`src/rtl/byte_serial_wide_adder.sv`:
```
`default_nettype none
// ============================================================================
//  Module      : byte_serial_wide_adder
//  Description : Sequences an (8*NBYTES)-bit addition through an external
//                8-bit pipelined adder, one byte slice at a time. Each slice's
//                carry-out becomes the next slice's carry-in. The wide result
//                is reassembled and presented on a valid/ready handshake.
//  Revision    : 1.0 - initial release
// ----------------------------------------------------------------------------
//  Ports
//    clk           in   rising-edge clock
//    reset         in   asynchronous active-high reset
//    in_valid_i    in   wide operands present
//    in_ready_o    out  block can accept operands (registered)
//    in_a_i/in_b_i in   8*NBYTES-bit addends
//    in_cin_i      in   carry into byte 0
//    adder_a_o/b_o out  byte slice operands to the 8-bit adder (registered)
//    adder_cin_o   out  slice carry-in to the 8-bit adder (registered)
//    adder_sum_i   in   8-bit adder sum
//    adder_cout_i  in   8-bit adder carry-out
//    out_valid_o   out  result valid
//    out_ready_i   in   downstream accepts the result
//    out_sum_o     out  8*NBYTES-bit sum
//    out_cout_o    out  carry-out of the top byte
//    out_ovf_o     out  two's-complement signed overflow
// ============================================================================
module byte_serial_wide_adder #(
    parameter int NBYTES        = 4,
    parameter int ADDER_LATENCY = 2
) (
    input  logic                  clk,
    input  logic                  reset,
    input  logic                  in_valid_i,
    output logic                  in_ready_o,
    input  logic [8*NBYTES-1:0]   in_a_i,
    input  logic [8*NBYTES-1:0]   in_b_i,
    input  logic                  in_cin_i,
    output logic [7:0]            adder_a_o,
    output logic [7:0]            adder_b_o,
    output logic                  adder_cin_o,
    input  logic [7:0]            adder_sum_i,
    input  logic                  adder_cout_i,
    output logic                  out_valid_o,
    input  logic                  out_ready_i,
    output logic [8*NBYTES-1:0]   out_sum_o,
    output logic                  out_cout_o,
    output logic                  out_ovf_o
);

    localparam int W     = 8 * NBYTES;
    localparam int IDX_W = (NBYTES > 1) ? $clog2(NBYTES) : 1;
    localparam int CNT_W = $clog2(ADDER_LATENCY + 1);

    localparam logic [IDX_W-1:0] IDX_LAST  = IDX_W'(NBYTES - 1);
    localparam logic [CNT_W-1:0] CNT_LOAD  = CNT_W'(ADDER_LATENCY);
    localparam logic [CNT_W-1:0] CNT_FINAL = CNT_W'(1);

    typedef enum logic [1:0] {
        S_IDLE  = 2'd0,
        S_ISSUE = 2'd1,
        S_WAIT  = 2'd2,
        S_DONE  = 2'd3
    } state_t;

    state_t            state_q;
    logic [W-1:0]      a_q;
    logic [W-1:0]      b_q;
    logic [IDX_W-1:0]  idx_q;
    logic [CNT_W-1:0]  cnt_q;
    logic              carry_q;
    logic [W-1:0]      sum_q;
    logic              ovf_q;
    logic              out_valid_q;
    logic              in_ready_q;
    logic [7:0]        adder_a_q;
    logic [7:0]        adder_b_q;
    logic              adder_cin_q;

    // Byte offsets of the current and the following slice.
    logic [IDX_W-1:0]  idx_d;
    logic [IDX_W+2:0]  cur_off;
    logic [IDX_W+2:0]  nxt_off;

    assign idx_d   = idx_q + IDX_W'(1);
    assign cur_off = {idx_q, 3'b000};
    assign nxt_off = {idx_d, 3'b000};

    always_ff @(posedge clk or posedge reset) begin
        if (reset) begin
            state_q     <= S_IDLE;
            a_q         <= '0;
            b_q         <= '0;
            idx_q       <= '0;
            cnt_q       <= '0;
            carry_q     <= 1'b0;
            sum_q       <= '0;
            ovf_q       <= 1'b0;
            out_valid_q <= 1'b0;
            in_ready_q  <= 1'b1;
            adder_a_q   <= '0;
            adder_b_q   <= '0;
            adder_cin_q <= 1'b0;
        end else begin
            case (state_q)
                S_IDLE: begin
                    // in_ready is always high here, so in_valid alone is the handshake.
                    if (in_valid_i) begin
                        a_q         <= in_a_i;
                        b_q         <= in_b_i;
                        idx_q       <= '0;
                        // Slice 0 operands are loaded straight from the inputs so
                        // they are already on the adder pins during ISSUE.
                        adder_a_q   <= in_a_i[7:0];
                        adder_b_q   <= in_b_i[7:0];
                        adder_cin_q <= in_cin_i;
                        in_ready_q  <= 1'b0;
                        state_q     <= S_ISSUE;
                    end
                end

                S_ISSUE: begin
                    cnt_q   <= CNT_LOAD;
                    state_q <= S_WAIT;
                end

                S_WAIT: begin
                    cnt_q <= cnt_q - CNT_W'(1);
                    if (cnt_q == CNT_FINAL) begin
                        sum_q[cur_off +: 8] <= adder_sum_i;
                        carry_q             <= adder_cout_i;
                        if (idx_q == IDX_LAST) begin
                            // Overflow: like-signed operands, differently-signed result.
                            ovf_q       <= (a_q[W-1] == b_q[W-1]) &&
                                           (adder_sum_i[7] != a_q[W-1]);
                            out_valid_q <= 1'b1;
                            adder_a_q   <= '0;
                            adder_b_q   <= '0;
                            adder_cin_q <= 1'b0;
                            state_q     <= S_DONE;
                        end else begin
                            // The carry being captured this edge feeds the next slice.
                            idx_q       <= idx_d;
                            adder_a_q   <= a_q[nxt_off +: 8];
                            adder_b_q   <= b_q[nxt_off +: 8];
                            adder_cin_q <= adder_cout_i;
                            state_q     <= S_ISSUE;
                        end
                    end
                end

                S_DONE: begin
                    if (out_ready_i) begin
                        out_valid_q <= 1'b0;
                        in_ready_q  <= 1'b1;
                        state_q     <= S_IDLE;
                    end
                end

                default: begin
                    state_q <= S_IDLE;
                end
            endcase
        end
    end

    assign in_ready_o  = in_ready_q;
    assign adder_a_o   = adder_a_q;
    assign adder_b_o   = adder_b_q;
    assign adder_cin_o = adder_cin_q;
    assign out_valid_o = out_valid_q;
    assign out_sum_o   = sum_q;
    // The carry register after the last slice is the top-byte carry-out.
    assign out_cout_o  = carry_q;
    assign out_ovf_o   = ovf_q;

endmodule
`default_nettype wire

```
`config.mk`:
```
export PLATFORM = sky130hd
export DESIGN_NAME = byte_serial_wide_adder
export DESIGN_NICKNAME = d
export VERILOG_FILES = /design/src/rtl/byte_serial_wide_adder.sv
export SDC_FILE = /design/constraint.sdc
export NUM_CORES = 1
export LEC_CHECK = 0
export ABC_AREA = 0
export CORE_ASPECT_RATIO = 1.5
export CORE_MARGIN = 2
export CORE_UTILIZATION = 30
export DETAILED_ROUTE_END_ITERATION = 12
export HOLD_SLACK_MARGIN = 0.08
export PLACE_DENSITY = 0.56
export SLEW_MARGIN = 20
export SYNTH_ARGS = -nofsm -noshare
export SYNTH_HDL_FRONTEND = slang
export SYNTH_SLANG_ARGS = --single-unit
```
`constraint.sdc`:
```
create_clock -name clk -period 9.8 [get_ports clk]
set_input_delay 1.96 -clock clk [delete_from_list [all_inputs] [get_ports clk]]
set_output_delay 1.96 -clock clk [all_outputs]
set_load 0.005 [all_outputs]
```
==> impl_results.md <==
- Layout cell share with drive strength beyond 1: 0.257
- Relative slew slack: 0.310
- Worst-Margin Slew: 1.03 ns
- First-iteration detailed-routing DRC count: 223
- FMAX: 276 MHz
- Largest net degree at the start of global routing: 79
- Vias/cell: 4.93
- Nets: 614
- ANT nets after route: 0
- Core Box Area: 0.0180 mm2
- Final setup vio count: 0
- Hold-critical path depth: 2
- Worst Clk Skew: 0.00416 ns
- Status: completed
- Max Cap Violations: 0
- First-pass DRT Iterations: 4
- Post-CTS Setup Bufs: 0
- Wire length per cell: 17.9 um
- CTS resizes: 0
- R2R cell count: 7
- Hold path startpoint: out_sum_o[11]$_DFFE_PP0P_
- Hold Path Sink: out_sum_o[11]$_DFFE_PP0P_
- Crit path DAT: 3.91 ns
- R2R Path End: adder_a_o[7]$_DFFE_PP0P_
- Final slew viol count: 0
- Pleak: 0.00319 uW
- Placed instance count: 723
- Diode count: 0
- Layout area overhead: 37.8%
- Hold Fails Final Rpt: 0
- Final core utilization: 0.424
- Reg-to-reg slack, setup: 6.69 ns
- Avg Cell Area, Syn: 14.0 um2
- Period Utilization, post-route: 0.370
- CTS Root Cell: clkbuf_16
- Post-synth cell types: 40
- Hold buffers post-CTS: 0
- Finished Layout Cells: 755
- Die H: 170 um
- Vias in the first global route: 3931
- Hold Crit Class: register to register
- Hold Worst Slack: 0.479 ns
- Sequential area share after synthesis: 0.555
- Critical Path RT: 10.08 ns
- Worst skew pair latency: 0.40 ns
- CTS Sinks: 123
- Syn_nets: 484
- Port bufs: 130
- Worst-path clk slew: 0.05 ns
- Worst vdd ir: 120 uV
- PwrDens: 327 mW/mm2
- Netlist Area Pre-Place: 0.00554 mm2
- Vias: 3724
- Startpoint Class: input pin
- Die area: 0.0196 mm2
- Grt ovf: 0
- Worst Path Class, Setup: input pin to register
- CTS buffer count: 17
- H-tree depth: 4
- CTS tree: done
- Yosys warning count: 0
- Row count: 60
- Initial antenna violation count: 0
- CP endpoint kind: register
- First-pass GRT wire length: 21.6 mm
- IO Count: 131
- Initial core utilization: 0.308
- CTS Buffer Depth: 2
- Synthesis-stage register bit count: 123
- Total GRT Usage: 0.144
- Final TNS setup: 0 ns
- Peak fanout along the critical path: 16
- Synthesized instance count: 395
- Minimum clock period: 3.63 ns
- GPL Wtd Cong: 0.774
- DRC errors left: 0
- Width of the die: 115 um
- Drt total wl: 13.5 mm
- Post-DP HPWL: 9.44 mm
- Unrepaired setup endpoints after global routing: false
- Reg2Reg Launch Point: idx_q[0]$_DFFE_PP0P_
state kept, by name (all words and copies together) (netlist names), 2 cells and up:
name,flops
adder_b_o,8
state_q,2
cnt_q,2
idx_q,2
b_q,32
out_sum_o,32
a_q,32
adder_a_o,8
per-stage QoR:
stage	instance area (um2)	total power, uW	setup slack, ns
after detailed placement	7030	1890	5.68
after floorplan	5540	1520	4.57
final	7640	2500	6.17
after global routing	7640	2660	6.06
after global placement	7020	1850	5.72
after CTS	7640	2540	6.10
synth_stat cells:
library cell / count / area share
dfrtp_1: 122 / 0.55
mux2_2: 73 / 0.15
nand2_1: 39 / 0.026
a22o_1: 32 / 0.051
o21ai_0: 20 / 0.018
mux4_2: 13 / 0.053
buf_2: 11 / 0.0099
ha_1: 11 / 0.025
inv_1: 8 / 0.0054
clkbuf_1: 6 / 0.0041
mux2_4: 6 / 0.016
nand3_1: 5 / 0.0045
a21oi_1: 4 / 0.0036
buf_6: 4 / 0.0081
nor2b_1: 4 / 0.0045
mux4_1: 3 / 0.014
nor2_1: 3 / 0.0020
o31ai_1: 3 / 0.0041
o41ai_1: 3 / 0.0047
mux2_1: 2 / 0.0041
nor4_4: 2 / 0.0077
o21ai_1: 2 / 0.0018
or3_1: 2 / 0.0023
a21boi_0: 1 / 0.0014
a22oi_1: 1 / 0.0014
a31oi_1: 1 / 0.0011
and2_1: 1 / 0.0011
and3b_1: 1 / 0.0016
buf_4: 1 / 0.0014
clkbuf_2: 1 / 0.00090
clkinv_1: 1 / 0.00068
dfstp_2: 1 / 0.0047
mux2i_1: 1 / 0.0018
nor3_4: 1 / 0.0029
nor4_1: 1 / 0.0011
nor4b_4: 1 / 0.0043
nor4bb_1: 1 / 0.0018
o21ba_2: 1 / 0.0018
o41a_1: 1 / 0.0020
or2_2: 1 / 0.0011
routing by layer:
metal | vias to the layer above | routed length, um | global-route usage
met5 | - | 0 | 0
met4 | 0 | 187 | 0.0519
met3 | 11 | 648 | 0.0337
met2 | 119 | 7080 | 0.246
met1 | 1876 | 5630 | 0.175
li1 | 1718 | - | -
worst max path at each step:
stage	endpoint	cells after the start	slack (ns)	start
after floorplan	a_q[0]$_DFFE_PP0P_	1	4.57	reset
after global placement	adder_b_o[0]$_DFFE_PP0P_	4	5.72	in_valid_i
after detailed placement	adder_a_o[0]$_DFFE_PP0P_	4	5.68	in_valid_i
after CTS	adder_a_o[0]$_DFFE_PP0P_	4	6.10	in_valid_i
after global routing	adder_a_o[6]$_DFFE_PP0P_	4	6.06	in_valid_i
final	adder_b_o[7]$_DFFE_PP0P_	4	6.17	in_valid_i
report_power, final:
group / switching (uW) / internal (uW) / leakage [uW]
Combinational: 397 / 590 / 0.00145
Sequential: 122 / 748 / 0.00144
Clock: 222 / 419 / 0.000299
placed cells by master (no fill, tap or decap), types with 2 or more instances in the layout:
cell	count
a21oi_1	4
a22o_1	32
buf_4	3
bufinv_16	3
clkbuf_16	17
clkbuf_8	3
clkdlybuf4s50_1	130
clkinv_2	4
clkinv_4	2
clkinvlp_4	2
dfrtp_1	122
ha_1	11
inv_1	7
mux2_1	2
mux2_2	73
mux2_4	6
mux4_1	3
mux4_2	13
nand2_1	38
nand3_1	5
nor2_1	3
nor2b_1	3
nor4_4	2
o21ai_0	20
o21ai_1	2
o31ai_1	3
o41ai_1	3
or3_1	2
kinds of logic after synthesis:
kind of cell    after synthesis  share of synthesized area
compound gates               69                     0.0905
fa+ha+maj                    11                     0.0248
buf+inv                      32                     0.0305
flops                       123                      0.555
mux                          98                      0.237
simple gates                 62                     0.0614
worst max-delay path, stage by stage:
cell	delay (ns)
clkdlybuf4s50_1	0.49
nor2b_1	0.16
nor3_4	0.86
mux2_2	0.41
cell type report:
class | instances | area, um2
clock buffers | 21 | 470
repair buffers | 134 | 1340
well taps | 217 | 272
inverters | 9 | 36.3
clock inverters | 11 | 143
multi-input cells | 240 | 2310
flip-flops and latches | 123 | 3080
fillers | 1688 | 10400
No activity file was read; power rests on OpenSTA's default activity.
